### config.mk
export PLATFORM = sky130hd
export DESIGN_NAME = fetch_queue
export DESIGN_NICKNAME = d
export VERILOG_FILES = /design/src/rtl/riscv_fetch_pkg.sv /design/src/rtl/fetch_slot_array.sv /design/src/rtl/fetch_queue.sv
export SDC_FILE = /design/constraint.sdc
export NUM_CORES = 1
export LEC_CHECK = 0
export ABC_AREA = 1
export CAP_MARGIN = 20
export CORE_UTILIZATION = 35
export CTS_CLUSTER_DIAMETER = 200
export CTS_CLUSTER_SIZE = 25
export DETAILED_ROUTE_END_ITERATION = 6
export GPL_TIMING_DRIVEN = 0
export SYNTH_ARGS = -nofsm -noshare
export SYNTH_HDL_FRONTEND = slang
export SYNTH_SLANG_ARGS = --single-unit
### constraint.sdc
create_clock -name clk -period 2.9 [get_ports clk]
set_input_delay 0.87 -clock clk [delete_from_list [all_inputs] [get_ports clk]]
set_output_delay 0.87 -clock clk [all_outputs]
set_load 0.05 [all_outputs]
### src/rtl/riscv_fetch_pkg.sv
// Shared types and constants for the decoupled instruction fetch front end.
// Slot records carry the fetch PC alongside the returned word.
package riscv_fetch_pkg;

  localparam int XLEN_W = 32;

  localparam logic [XLEN_W-1:0] RESET_PC_DEF = 32'h0000_0000;
  localparam logic [XLEN_W-1:0] NOP_INSTR    = 32'h0000_0013;
  localparam logic [XLEN_W-1:0] PC_STEP      = 32'd4;

  typedef struct packed {
    logic              alloc;
    logic              filled;
    logic [XLEN_W-1:0] pc;
    logic [XLEN_W-1:0] data;
  } fetchSlot_t;

endpackage

### src/rtl/fetch_slot_array.sv
// Storage for in-flight and returned fetches.
// Alloc, fill and free target distinct slots and may all occur in one cycle.
module fetch_slot_array
  import riscv_fetch_pkg::*;
#(
  parameter  int DEPTH = 4,
  localparam int IW    = $clog2(DEPTH)
) (
  input  logic              clk,
  input  logic              rst,
  input  logic              flush,
  input  logic              allocEn,
  input  logic [IW-1:0]     allocIdx,
  input  logic [XLEN_W-1:0] allocPc,
  input  logic              fillEn,
  input  logic [IW-1:0]     fillIdx,
  input  logic [XLEN_W-1:0] fillData,
  input  logic              freeEn,
  input  logic [IW-1:0]     headIdx,
  output fetchSlot_t        headSlot
);

  fetchSlot_t slots [DEPTH];

  always_ff @(posedge clk) begin
    if (rst || flush) begin
      for (int i = 0; i < DEPTH; i++) begin
        slots[i] <= '0;
      end
    end else begin
      if (allocEn) begin
        slots[allocIdx].alloc  <= 1'b1;
        slots[allocIdx].filled <= 1'b0;
        slots[allocIdx].pc     <= allocPc;
        slots[allocIdx].data   <= '0;
      end
      if (fillEn) begin
        slots[fillIdx].filled <= 1'b1;
        slots[fillIdx].data   <= fillData;
      end
      if (freeEn) begin
        slots[headIdx] <= '0;
      end
    end
  end

  assign headSlot = slots[headIdx];

endmodule

### src/rtl/fetch_queue.sv
// Decoupled fetch: sequential PC issue, in-order response buffering,
// and redirect flush with dropping of stale in-flight responses.
module fetch_queue
  import riscv_fetch_pkg::*;
#(
  parameter  int              DEPTH    = 4,
  parameter  int              XLEN     = 32,
  parameter  logic [XLEN-1:0] RESET_PC = RESET_PC_DEF,
  localparam int              IW       = $clog2(DEPTH),
  localparam int              CW       = $clog2(DEPTH + 1)
) (
  input  logic            clk,
  input  logic            rst,
  output logic            imem_req_valid,
  output logic [XLEN-1:0] imem_req_addr,
  input  logic            imem_req_ready,
  input  logic            imem_rsp_valid,
  input  logic [XLEN-1:0] imem_rsp_data,
  input  logic            redirect_valid,
  input  logic [XLEN-1:0] redirect_pc,
  output logic            instr_valid,
  output logic [XLEN-1:0] instr_data,
  output logic [XLEN-1:0] instr_pc,
  output logic [XLEN-1:0] instr_pcplus4,
  input  logic            instr_ready,
  output logic [CW-1:0]   inflight
);

  localparam logic [CW-1:0] DEPTH_C = CW'(DEPTH);
  localparam logic [CW:0]   DEPTH_P = (CW + 1)'(DEPTH);

  logic [XLEN-1:0] pcQ;
  logic [IW-1:0]   allocPtr;
  logic [IW-1:0]   fillPtr;
  logic [IW-1:0]   headPtr;
  logic [CW-1:0]   occCnt;
  logic [CW-1:0]   unfilledCnt;
  logic [CW-1:0]   dropCnt;
  logic [CW:0]     pendSum;
  logic [CW:0]     redirDrop;

  fetchSlot_t headSlot;

  logic reqFire;
  logic rspDrop;
  logic rspFill;
  logic rspAny;
  logic headValid;
  logic deqFire;
  logic unusedRedirLo;

  // Every request the memory still owes us, stale or live.
  assign pendSum = {1'b0, dropCnt} + {1'b0, unfilledCnt};

  assign imem_req_valid = !rst && !redirect_valid &&
                          (occCnt < DEPTH_C) &&
                          (pendSum < DEPTH_P);
  assign imem_req_addr  = pcQ;
  assign reqFire        = imem_req_valid && imem_req_ready;

  assign rspDrop = imem_rsp_valid && (dropCnt != '0);
  assign rspFill = imem_rsp_valid && (dropCnt == '0) &&
                   (unfilledCnt != '0);
  assign rspAny  = imem_rsp_valid && (pendSum != '0);

  // A response arriving with the redirect is already spent.
  assign redirDrop = pendSum - (CW + 1)'(rspAny);

  assign headValid = !rst && headSlot.alloc && headSlot.filled;
  assign deqFire   = headValid && instr_ready;

  assign instr_valid   = headValid;
  assign instr_data    = headValid ? headSlot.data : '0;
  assign instr_pc      = headValid ? headSlot.pc : '0;
  assign instr_pcplus4 = headValid ? headSlot.pc + PC_STEP : '0;

  assign inflight = pendSum[CW-1:0];

  assign unusedRedirLo = ^redirect_pc[1:0];

  always_ff @(posedge clk) begin
    if (rst) begin
      pcQ         <= RESET_PC;
      allocPtr    <= '0;
      fillPtr     <= '0;
      headPtr     <= '0;
      occCnt      <= '0;
      unfilledCnt <= '0;
      dropCnt     <= '0;
    end else if (redirect_valid) begin
      pcQ         <= {redirect_pc[XLEN-1:2], 2'b00};
      allocPtr    <= '0;
      fillPtr     <= '0;
      headPtr     <= '0;
      occCnt      <= '0;
      unfilledCnt <= '0;
      dropCnt     <= redirDrop[CW-1:0];
    end else begin
      if (reqFire) begin
        allocPtr <= allocPtr + IW'(1);
        pcQ      <= pcQ + PC_STEP;
      end
      if (rspDrop) begin
        dropCnt <= dropCnt - CW'(1);
      end
      if (rspFill) begin
        fillPtr <= fillPtr + IW'(1);
      end
      if (deqFire) begin
        headPtr <= headPtr + IW'(1);
      end
      occCnt      <= occCnt + CW'(reqFire) - CW'(deqFire);
      unfilledCnt <= unfilledCnt + CW'(reqFire) - CW'(rspFill);
    end
  end

  fetch_slot_array #(
    .DEPTH(DEPTH)
  ) u_slots (
    .clk      (clk),
    .rst      (rst),
    .flush    (redirect_valid),
    .allocEn  (reqFire),
    .allocIdx (allocPtr),
    .allocPc  (pcQ),
    .fillEn   (rspFill),
    .fillIdx  (fillPtr),
    .fillData (imem_rsp_data),
    .freeEn   (deqFire),
    .headIdx  (headPtr),
    .headSlot (headSlot)
  );

endmodule

==> summary.txt <==
Outcome
  – Status: complete, but fails checks
  – Failing checks: negative setup slack

Yosys
  – Mapped Cells: about 2600
  – Synth Area in XOR/XNOR: 1.546%
  – Largest family of logic cells by synthesized area: simple AND/OR/NAND/NOR gates
  – Sequential share of the synthesized area: 36.92%
  – Compound-cell area share of the yosys netlist: 14.42%
  – Post-Syn Area per Cell: 6.353 um^2
  – Post-synth cell types: 37
  – Yosys reg bits: 303
  – Asr flop ratio synth: 0%
  – Synthesis Warnings: 0
  – Netlist Area Pre-Place: 16430 um^2
  – Post-Synth Simple-Gate Area: 36.17%
  – Mux share of post-synthesis cell area: 0%
  – Post-synthesis adder-cell area fraction: between 1.5 and 2%
  – Synth Flop Type: dfxtp_1
  – EDFF count, synth: 0

Worst setup path
  – R2r worst-path depth: 15
  – R2R setup slack: -0.28 ns
  – Critical path fanouts, max: 10
  – Worst setup path class: reg -> out
  – R2r startpoint: unfilledCnt[0]
  – Critical path data arrival time: 2.77 ns
  – Worst Setup End Kind: primary output
  – WP data required: approximately 2.0 ns
  – R2R Path End: occCnt[2]
  – Crit start category: flop

Clock network
  – Sinks on Clock Net: about 300
  – Hold Buf Count CTS: 0
  – H-tree level count: 1
  – Root Driver: clkbuf_16
  – Clk buf depth: 3
  – Worst-Skew Late Latency: approximately 0.52 ns
  – Total CTS buffers: 16
  – CTS tree: yes
  – CTS clk-pin slew, worst paths: 0.11 ns

Power and ir drop
  – Worst vdd ir: 276.0 uV
  – Flop pwr share: approximately 56%
  – Leakage: 8.168 nW
  – Clock power share: 32.6%
  – Power Internal: about 0.0056 W
  – Pwr per Cell Area: about 370 nW/um^2
  – Tot Pwr: approximately 0.0077 W
  – Psw: 0.002139 W
  – Combinational power share: 11.5%
  – Sw Share: 27.65%

Route
  – Vias after detailed routing: 18320
  – Avg WL per Cell: 18.53 um
  – Vias per std cell: 5.319
  – DRC viols: 0
  – Drt initial violations: 1699
  – Post-route ant nets: 0
  – First-pass iteration count of the detailed router: 5
  – Routed WL: between 60000 and 70000 um

Floorplan
  – Core ar.: 46460 um^2
  – Die Ht: 218.7 um
  – Die W: 218.7 um
  – Initial Utilization: 35.36%
  – Full die area: 47810 um^2
  – Num rows: roughly 80
  – IO Pins: a little over 200

Min path
  – Hold Path Origin: u_slots.slots[0][58]
  – Hold Crit Depth: 2
  – Worst Hold End: u_slots.slots[0][58]
  – Hold Crit Class: reg -> reg

Global route
  – Met2 GRT Util: 41.78%
  – Vias in the first global route: 16950
  – Gr usage total: 26.09%
  – Met1 Track Usage GR: 37.11%
  – Busiest grt layer: met2
  – Total gr overflow: 0
  – Global-route wire length before repair: around 98000 um
  – Initial antenna violation count: 0
  – Met3 GRT Util: 2.171%
  – Pin count of the biggest net entering global routing: 26

Placement
  – Dpl cell area: around 19000 um^2
  – IO Port Bufs: 194
  – DP Cell Count: 3392
  – HPWL after DPL: between 40000 and 50000 um
  – Placer congestion estimate: 0.9132

Timing
  – Max-slew violations: 0
  – Max-slew headroom: 54.29%
  – Unrepaired setup endpoints after global routing: yes
  – Minimum clock period: approximately 3.6 ns
  – Tcrit/Tclk final: 125.5%
  – Final setup violation count: 104
  – Worst clock skew: 0.04478 ns
  – Hold Vio Cnt, Final: 0
  – Peak Freq: 274.7 MHz
  – Fin worst setup slack: -0.7398 ns
  – Slew @ Worst Pin: roughly 0.69 ns
  – Worst hold slack: around 0.47 ns

Final layout
  – Post-route cell area: approximately 21000 um^2
  – Non-filler cells, final: 3445
  – Diodes inserted: 0
  – Share of cells above drive strength 1: 17.30%
  – Area Growth Syn to Fin: 28.30%
  – Fill cells: 4897
  – Fin nets: 2932
  – Sequential cell area: 6077 um^2
  – Area of the multi-input gates: roughly 9800 um^2
  – Final core occ: 45.37%

Flow run
  – Max cap viols: 0
[cell usage after synthesis (11+ instances only)]
| master | n | share of area [%] |
|---|---|---|
| ha_1 | 21 | 1.6 |
| xor2_1 | 25 | 1.3 |
| nand3_1 | 127 | 3.9 |
| buf_2 | 70 | 2.1 |
| inv_2 | 12 | 0.27 |
| nand2_1 | 799 | 18 |
| inv_1 | 135 | 3.1 |
| nor2_1 | 320 | 7.3 |
| o21ai_1 | 11 | 0.34 |
| dfxtp_1 | 303 | 37 |
| clkbuf_1 | 100 | 2.3 |
| nand4_1 | 113 | 4.3 |
| o21ai_0 | 122 | 3.7 |
| nor3_1 | 19 | 0.58 |
| a21oi_1 | 328 | 10 |
[how the worst max path moves through the flow]
stage               startpoint           endpoint  slack [ns]  cells past startpoint
CTS                       flop  instr_pcplus4[20]       -0.73                     17
detailed placement         rst        instr_pc[5]       -2.00                      7
floorplan                  rst       instr_pc[10]       -0.18                      5
global placement           rst        instr_pc[5]       -2.03                      7
finish                    flop  instr_pcplus4[18]       -0.74                     16
global route              flop  instr_pcplus4[26]       -0.87                     18
[worst max-delay path, stage by stage (launching register included)]
cell and delay (ns):
dfxtp_4 0.44, buf_8 0.13, buf_6 0.14, nand2_1 0.09, nand2_1 0.09, nand2_1 0.06, nand2_2 0.08, ha_4 0.14
inv_2 0.04, nor2_4 0.12, buf_4 0.16, nand2_4 0.07, nor2_4 0.18, nand2_2 0.09, xor2_2 0.16, nor2_4 0.10
buf_8 0.15
[sequential cells by signal (all words and copies together) (netlist names), named ones only]
name,flops
u_slots.slots,256
imem_req_addr,30
dropCnt,3
occCnt,3
unfilledCnt,3
allocPtr,2
fillPtr,2
headPtr,2
[metrics by stage]
step	setup WS [ns]	TNS [ns]
global placement	-2.029	-322.53
finish	-0.7398	-39.39
detailed placement	-1.996	-328.30
global route	-0.8688	-51.66
floorplan	-0.1829	-5.211
CTS	-0.7284	-43.11
[cells by family after synthesis]
family / after synthesis
buffers and inverters: 344
adder cells (fa/ha/maj): 24
XOR/XNOR: 29
flip-flops: 303
other: 1
AO/OA/AOI/OAI: 469
AND/OR/NAND/NOR: 1416
[power groups by stage]
| stage | clock network (W) | logic, W | registers, W |
|---|---|---|---|
| final | 0.00252 | 0.000892 | 0.00432 |
| after floorplan | 0 | 0.000427 | 0.00446 |
| after CTS | 0.00254 | 0.000877 | 0.00432 |
| after global routing | 0.00270 | 0.000962 | 0.00433 |
| after global placement | 0 | 0.000860 | 0.00442 |
| after detailed placement | 0 | 0.000870 | 0.00442 |
[what timing repair did]
action                     CTS  global route
buffers inserted            19            15
pin swaps                   21            25
resized for setup          787           122
gates cloned                 3             0
setup endpoints to repair  355           248
[layer usage]
metal  up-vias  wire, um
met5         -         0
met3       110      3967
met1      8646     29310
li1       8871         -
met2       696     28710
met4         0      1836
[area by class of cell]
class,instances,area share [%]
well taps,607,3.603
flip-flops and latches,303,28.83
clock inverters,1,0.1425
multi-input cells,1944,46.28
inverters,150,2.784
plain buffers,193,5.384
repair buffers,230,10.95
clock buffers,17,2.018
[cells in the final DEF, fill, tap and decap left out, types with 6 or more instances in the layout]
cell	count
inv_1	131
dfxtp_1	298
buf_4	73
inv_4	6
nor3_1	17
nand2_1	745
conb_1	6
buf_8	16
nor2_4	38
nand3_1	124
nand4_1	113
clkbuf_2	10
ha_1	20
nand2_4	11
clkbuf_1	80
nand2_2	52
buf_6	66
nand3_4	7
a21oi_1	293
o21ai_0	111
inv_2	9
buf_2	59
o21ai_1	18
a21oi_2	33
nor2_2	48
clkbuf_16	22
xor2_1	22
nor2_1	246
clkdlybuf4s50_1	95
(Power assumes the default switching activity.)
